--- src/rtl/ball_paddle_pkg.sv ---
// Shared constants for the ball/paddle video pipeline: court modes,
// colour width and active screen size.
package ball_paddle_pkg;

    typedef logic [1:0] mode_t;

    localparam mode_t MODE_TENNIS   = 2'd0;
    localparam mode_t MODE_FOOTBALL = 2'd1;
    localparam mode_t MODE_SQUASH   = 2'd2;
    localparam mode_t MODE_PRACTICE = 2'd3;

    localparam int COLOR_W  = 30;
    localparam int H_ACTIVE = 640;
    localparam int V_ACTIVE = 480;

endpackage

--- src/rtl/mode_scheduler_if.sv ---
// Scheduler bus: button/menu/timing inputs in, mode/enable/status out.
// master drives the requests and timing, slave is the scheduler.
interface mode_scheduler_if;
    import ball_paddle_pkg::*;

    logic  btn_next;
    logic  cfg_valid;
    mode_t cfg_mode;
    logic  frame_start;
    logic  video_active;
    mode_t mode;
    logic  enable;
    logic  mode_changed;
    logic  busy;

    modport master (
        output btn_next, cfg_valid, cfg_mode,
        output frame_start, video_active,
        input  mode, enable, mode_changed, busy
    );

    modport slave (
        input  btn_next, cfg_valid, cfg_mode,
        input  frame_start, video_active,
        output mode, enable, mode_changed, busy
    );

endinterface

--- src/rtl/mode_scheduler_button_debouncer.sv ---
// Button conditioner: 2-flop sync, hold-time debounce, rising-edge pulse.
// Ports: clk, rst, btn (raw async) -> pulse (one cycle per accepted press).
module button_debouncer #(
    parameter int DEBOUNCE_CYCLES = 250000
) (
    input  logic clk,
    input  logic rst,
    input  logic btn,
    output logic pulse
);

    localparam int CW =
        (DEBOUNCE_CYCLES > 1) ? $clog2(DEBOUNCE_CYCLES) : 1;
    localparam logic [CW-1:0] CNT_MAX = CW'(DEBOUNCE_CYCLES - 1);

    logic          sync_a;
    logic          sync_b;
    logic          level;
    logic [CW-1:0] cnt;
    logic          flip;

    // Level only flips once the mismatch has survived the full hold time.
    assign flip = (sync_b != level) && (cnt == CNT_MAX);

    always_ff @(posedge clk or posedge rst) begin
        if (rst) begin
            sync_a <= 1'b0;
            sync_b <= 1'b0;
            level  <= 1'b0;
            cnt    <= '0;
            pulse  <= 1'b0;
        end else begin
            sync_a <= btn;
            sync_b <= sync_a;
            pulse  <= flip && sync_b;
            if (sync_b == level) begin
                cnt <= '0;
            end else if (flip) begin
                cnt   <= '0;
                level <= sync_b;
            end else begin
                cnt <= cnt + 1'b1;
            end
        end
    end

endmodule

--- src/rtl/mode_scheduler.sv ---
// Court mode scheduler: frame-aligned mode changes with blanking window.
// Ports: clk, rst, bus (slave): requests/timing in, mode/enable/status out.
module mode_scheduler
    import ball_paddle_pkg::*;
#(
    parameter int DEBOUNCE_CYCLES = 250000,
    parameter int BLANK_FRAMES    = 30,
    parameter int RESET_MODE      = 0
) (
    input logic            clk,
    input logic            rst,
    mode_scheduler_if.slave bus
);

    localparam logic [1:0] ST_RUN   = 2'd0;
    localparam logic [1:0] ST_PEND  = 2'd1;
    localparam logic [1:0] ST_BLANK = 2'd2;

    localparam mode_t      RST_MODE   = mode_t'(RESET_MODE);
    localparam logic [7:0] LAST_FRAME = 8'(BLANK_FRAMES - 1);

    logic [1:0] state;
    mode_t      mode_q;
    mode_t      target;
    logic [7:0] frame_cnt;
    logic       deferred;
    logic       changed_q;
    logic       enable_q;
    logic       btn_req;
    logic       req;
    mode_t      req_mode;

    button_debouncer #(
        .DEBOUNCE_CYCLES(DEBOUNCE_CYCLES)
    ) u_btn (
        .clk  (clk),
        .rst  (rst),
        .btn  (bus.btn_next),
        .pulse(btn_req)
    );

    // Menu selection outranks the button in the same cycle.
    assign req      = bus.cfg_valid | btn_req;
    assign req_mode = bus.cfg_valid ? bus.cfg_mode : mode_q + 2'd1;

    always_ff @(posedge clk or posedge rst) begin
        if (rst) begin
            state     <= ST_RUN;
            mode_q    <= RST_MODE;
            target    <= '0;
            frame_cnt <= '0;
            deferred  <= 1'b0;
            changed_q <= 1'b0;
            enable_q  <= 1'b0;
        end else begin
            changed_q <= 1'b0;
            enable_q  <= bus.video_active && (state == ST_RUN);
            case (state)
                ST_RUN: begin
                    if (req) begin
                        target <= req_mode;
                        state  <= ST_PEND;
                    end
                end
                ST_PEND: begin
                    if (bus.frame_start) begin
                        mode_q    <= target;
                        changed_q <= 1'b1;
                        frame_cnt <= '0;
                        state     <= ST_BLANK;
                        // A request racing the boundary waits one blank.
                        if (req) begin
                            target   <= req_mode;
                            deferred <= 1'b1;
                        end
                    end else if (req) begin
                        target <= req_mode;
                    end
                end
                ST_BLANK: begin
                    if (req) begin
                        target <= req_mode;
                    end
                    if (bus.frame_start && frame_cnt == LAST_FRAME) begin
                        deferred <= 1'b0;
                        state    <= (deferred || req) ? ST_PEND : ST_RUN;
                    end else begin
                        if (req) begin
                            deferred <= 1'b1;
                        end
                        if (bus.frame_start) begin
                            frame_cnt <= frame_cnt + 8'd1;
                        end
                    end
                end
                default: state <= ST_RUN;
            endcase
        end
    end

    assign bus.mode         = mode_q;
    assign bus.enable       = enable_q;
    assign bus.mode_changed = changed_q;
    assign bus.busy         = (state != ST_RUN);

endmodule
--- src/flat_wrapper.sv ---
// flat-port wrapper written by rule: the top's interface ports become plain ports
module mode_scheduler_flat import ball_paddle_pkg::*;
#(
    parameter int DEBOUNCE_CYCLES = 250000,
    parameter int BLANK_FRAMES    = 30,
    parameter int RESET_MODE      = 0
)
  (clk, rst, bus_btn_next, bus_cfg_valid, bus_cfg_mode, bus_frame_start, bus_video_active, bus_mode, bus_enable, bus_mode_changed, bus_busy);
  mode_scheduler_if bus_i ();
  input logic clk;
  input logic rst;
  input wire logic [$bits(bus_i.btn_next)-1:0] bus_btn_next;
  input wire logic [$bits(bus_i.cfg_valid)-1:0] bus_cfg_valid;
  input wire logic [$bits(bus_i.cfg_mode)-1:0] bus_cfg_mode;
  input wire logic [$bits(bus_i.frame_start)-1:0] bus_frame_start;
  input wire logic [$bits(bus_i.video_active)-1:0] bus_video_active;
  output wire logic [$bits(bus_i.mode)-1:0] bus_mode;
  output wire logic [$bits(bus_i.enable)-1:0] bus_enable;
  output wire logic [$bits(bus_i.mode_changed)-1:0] bus_mode_changed;
  output wire logic [$bits(bus_i.busy)-1:0] bus_busy;
  assign bus_i.btn_next = bus_btn_next;
  assign bus_i.cfg_valid = bus_cfg_valid;
  assign bus_i.cfg_mode = bus_cfg_mode;
  assign bus_i.frame_start = bus_frame_start;
  assign bus_i.video_active = bus_video_active;
  assign bus_mode = bus_i.mode;
  assign bus_enable = bus_i.enable;
  assign bus_mode_changed = bus_i.mode_changed;
  assign bus_busy = bus_i.busy;
  mode_scheduler #(.DEBOUNCE_CYCLES(DEBOUNCE_CYCLES), .BLANK_FRAMES(BLANK_FRAMES), .RESET_MODE(RESET_MODE)) u_core (.clk(clk), .rst(rst), .bus(bus_i));
endmodule
--- config.mk ---
export PLATFORM = sky130hd
export DESIGN_NAME = mode_scheduler_flat
export DESIGN_NICKNAME = d
export VERILOG_FILES = /design/src/rtl/ball_paddle_pkg.sv /design/src/rtl/mode_scheduler_if.sv /design/src/rtl/mode_scheduler_button_debouncer.sv /design/src/rtl/mode_scheduler.sv /design/src/flat_wrapper.sv
export SDC_FILE = /design/constraint.sdc
export NUM_CORES = 1
export LEC_CHECK = 0
export ABC_AREA = 1
export CORE_MARGIN = 10
export CORE_UTILIZATION = 63
export CTS_BUF_LIST = sky130_fd_sc_hd__clkbuf_16
export DETAILED_ROUTE_END_ITERATION = 10
export PLACE_DENSITY = 0.85
export SKIP_CTS_REPAIR_TIMING = 1
export SLEW_MARGIN = 0
export SYNTH_ARGS = -nofsm -noshare
export SYNTH_HDL_FRONTEND = slang
export SYNTH_HIERARCHICAL = 1
export SYNTH_SLANG_ARGS = --single-unit
--- constraint.sdc ---
create_clock -name clk -period 1.9 [get_ports clk]
set_input_delay 0.38 -clock clk [delete_from_list [all_inputs] [get_ports clk]]
set_output_delay 0.38 -clock clk [all_outputs]
set_load 0.02 [all_outputs]
==> impl_metrics.yaml <==
grt:
  grt_pass1_wl_mm: 7.638
  antenna_found_initial: 0
  overflow: 0
  gr-usage-all-layers: 0.1537
  grt_pass1_vias: 1719
  grt_start_max_net_pins: 23
yosys:
  synth.mux.area_fraction: 0
  synthDominantCellAreaShare: 0.4722
  synthAdderAreaFrac: 0.01816
  synthTopCellsByCount: "nand2_1, nor2_1, dfrtp_1, inv_1, nand3_1"
  synth_compound_area_frac: 0.05024
  synth_top_family_by_area: "simple AND/OR/NAND/NOR gates"
  yosys.area_share.simple: 0.3517
  ys_seq_elements: 39
  synth_most_common_cell: "nand2_1"
  synth_sequential_area_ratio: 0.4722
  synth_xor_area_frac: 0.05085
  yosysTopAreaCell: "dfrtp_1"
  synthTopCellsByArea: "dfrtp_1, nand2_1, nor2_1"
  yosys_warnings: 6
  netlist_area_um2: 2067
  ys_async_sr_fraction: 1.000
  syn_inst: 269
  synth_edf_count: 0
  avgSynthCellArea_um2: 7.684
  mappedNetlistNets: 280
  synthFlopType: "dfrtp_1"
  ys_types: 23
worst_setup_path:
  arrival_ns: 1.31
  cp_top_family: "buffers and inverters"
  endpoint: "bus_mode[0]"
  worstSetupPathType: "reg2out"
  r2r-end: "u_core/u_btn/cnt[9]"
  start_kind: "flop"
  ff2ff_setup_slack_ns: 0.42
  end_kind: "output pin"
  path_cells: "clkdlybuf4s50_1"
  timing.rr.start: "u_core/u_btn/cnt[0]"
  critPathLaunch: "u_core/bus.mode[0]"
  cp_num_buf_inv: 1
  critPathMaxStageDelay_ns: 0.63
  crit_cells: 1
  crit_slowest_cell: "clkdlybuf4s50_1"
  required_ns: 1.52
  path_max_fanout: 4
  worstRegToRegCells: 6
sta:
  setup-violations-final: 0
  grt_setup_unrepaired: "no"
  slew_headroom: 0.7780
  drv_slew: 0
  fmax_ghz: 0.5918
  layout_setup_ws_ns: 0.2101
  finalHoldViolations: 0
  skew_ns: 0.008335
  finalCritPeriodShare: 0.8894
  fin_crit_ns: 1.690
  tightest_slew_ns: 0.3325
drt:
  dr.max_layer_used: "met4"
  num_vias: 1749
  wl_met1_mm: 1.815
  antenna_left: 0
  drtIter0Drc: 137
  drt-total-wl_mm: 4.235
  drc_errors: 0
  wl_met2_mm: 2.177
  dr.pass1.iters: 4
  avgRoutedWirePerCell_um: 12.68
  vias_per_cell: 5.237
  wl_met3_um: 164
floorplan:
  die_x_um: 77.28
  dieHeight_um: 77.28
  dieArea_um2: 5972
  rows: 20
  design.core.area_um2: 3103
  ioPinCount: 13
  start_util: 0.6661
final_layout:
  drive_above_1_share: 0.08966
  syn2layout_area_growth_pct: 17.43
  diodes: 0
  num-nets-final: 300
  final_util: 0.7823
power_and_ir_drop:
  power_density_nw_per_um2: 1036
  ir_drop_uv: 737.0
  leakagePower_uw: 0.001128
  power.total_uw: 2515
clock_tree:
  htreeDepth: 2
  clk_pin_slew_worst_paths_ns: 0.06
  numCtsBuffers: 5
  cts_tree: "done"
  clock_latency_ns: 0.28
  cts_root_buf: "clkbuf_16"
  cts_buffer_depth: 2
  cts_sinks: 39
placement:
  place_hpwl_mm: 2.958
  gp_congestion: 0.9277
  preCtsSetupSlack_ns: 0.1430
  portBuffers: 12
hold_path:
  min_path_cells: 0
  hp-class: "reg2reg"
run_status:
  status: "complete, no violations"
flow_run:
  max_cap_viol_count: 0
-- logic make-up after synthesis --
group,after synthesis
adder cells (fa/ha/maj),3
XOR/XNOR,12
AND/OR/NAND/NOR,165
flip-flops,39
AO/OA/AOI/OAI,19
buffers and inverters,31
-- where the power goes --
group	total, uW	internal [uW]	switching [uW]
clock	956	623	333
combinational	544	204	340
sequential	1010	935	80.3
-- state kept, by name, indices dropped and copies added, names as in the netlist --
| signal | flops |
|---|---|
| u_core/deferred | 1 |
| u_core/bus.enable | 1 |
| u_core/target | 2 |
| u_core/u_btn/sync_b | 1 |
| u_core/u_btn/pulse | 1 |
| u_core/frame_cnt | 8 |
| u_core/u_btn/sync_a | 1 |
| u_core/state | 2 |
| u_core/bus.mode_changed | 1 |
| u_core/u_btn/cnt | 18 |
| u_core/bus.mode | 2 |
| u_core/u_btn/level | 1 |
-- per-stage QoR --
| stage | cell area (um^2) | instances | setup TNS (ns) | hold slack, ns |
|---|---|---|---|---|
| finish | 2427 | 334 | 0 | 0.3468 |
| global route | 2427 | 334 | 0 | 0.3592 |
| CTS | 2424 | 334 | -0.07580 | 0.3479 |
| detailed placement | 2252 | 326 | 0 | 0.3347 |
| global placement | 2252 | 326 | 0 | 0.3313 |
| floorplan | 2067 | 269 | 0 | 0.3061 |
-- final cells by class --
cell class | instances | area (um^2)
Clock inverter | 3 | 46.29
Fill cell | 241 | 675.6
Clock buffer | 5 | 125.1
Multi-Input combinational cell | 199 | 973.4
Timing Repair Buffer | 14 | 137.6
Sequential cell | 39 | 977.2
Tap cell | 44 | 55.05
Inverter | 30 | 112.6
-- worst min-delay path by stage --
stage / startpoint / slack (ns) / end
6_report: u_core/u_btn/sync_a / 0.35 / u_core/u_btn/sync_b
5_1_grt: u_core/u_btn/sync_a / 0.36 / u_core/u_btn/sync_b
4_1_cts: u_core/u_btn/sync_a / 0.35 / u_core/u_btn/sync_b
3_5_place_dp: u_core/u_btn/sync_a / 0.33 / u_core/u_btn/sync_b
3_3_place_gp: u_core/u_btn/sync_a / 0.33 / u_core/u_btn/sync_b
2_1_floorplan: rst / 0.31 / u_core/bus.enable
-- routing by layer --
layer  vias up  track usage
met2        32       0.2701
met1       828       0.1715
met3         8      0.03846
met5         -            0
met4         0      0.06387
li1        881            -
-- layout by cell type (no fill, tap or decap) --
master	count
nand2_2	5
nor3b_1	2
a21o_1	1
inv_1	30
xnor2_1	4
bufinv_16	1
inv_6	1
clkbuf_16	5
dfrtp_1	38
ha_1	3
nand3_2	3
dlymetal6s2s_1	1
nand3_1	22
nor3_1	3
dfrtp_2	1
and2_1	1
a21oi_1	4
clkdlybuf4s50_1	11
o21bai_1	2
nand2_4	1
buf_4	2
o21ai_0	11
nand2_1	71
nor2_2	4
clkinvlp_4	1
nand4_1	1
nor2_4	2
nor2_1	50
o22ai_1	1
xor2_1	8
Note: power is estimated with default switching activity, not from simulation.
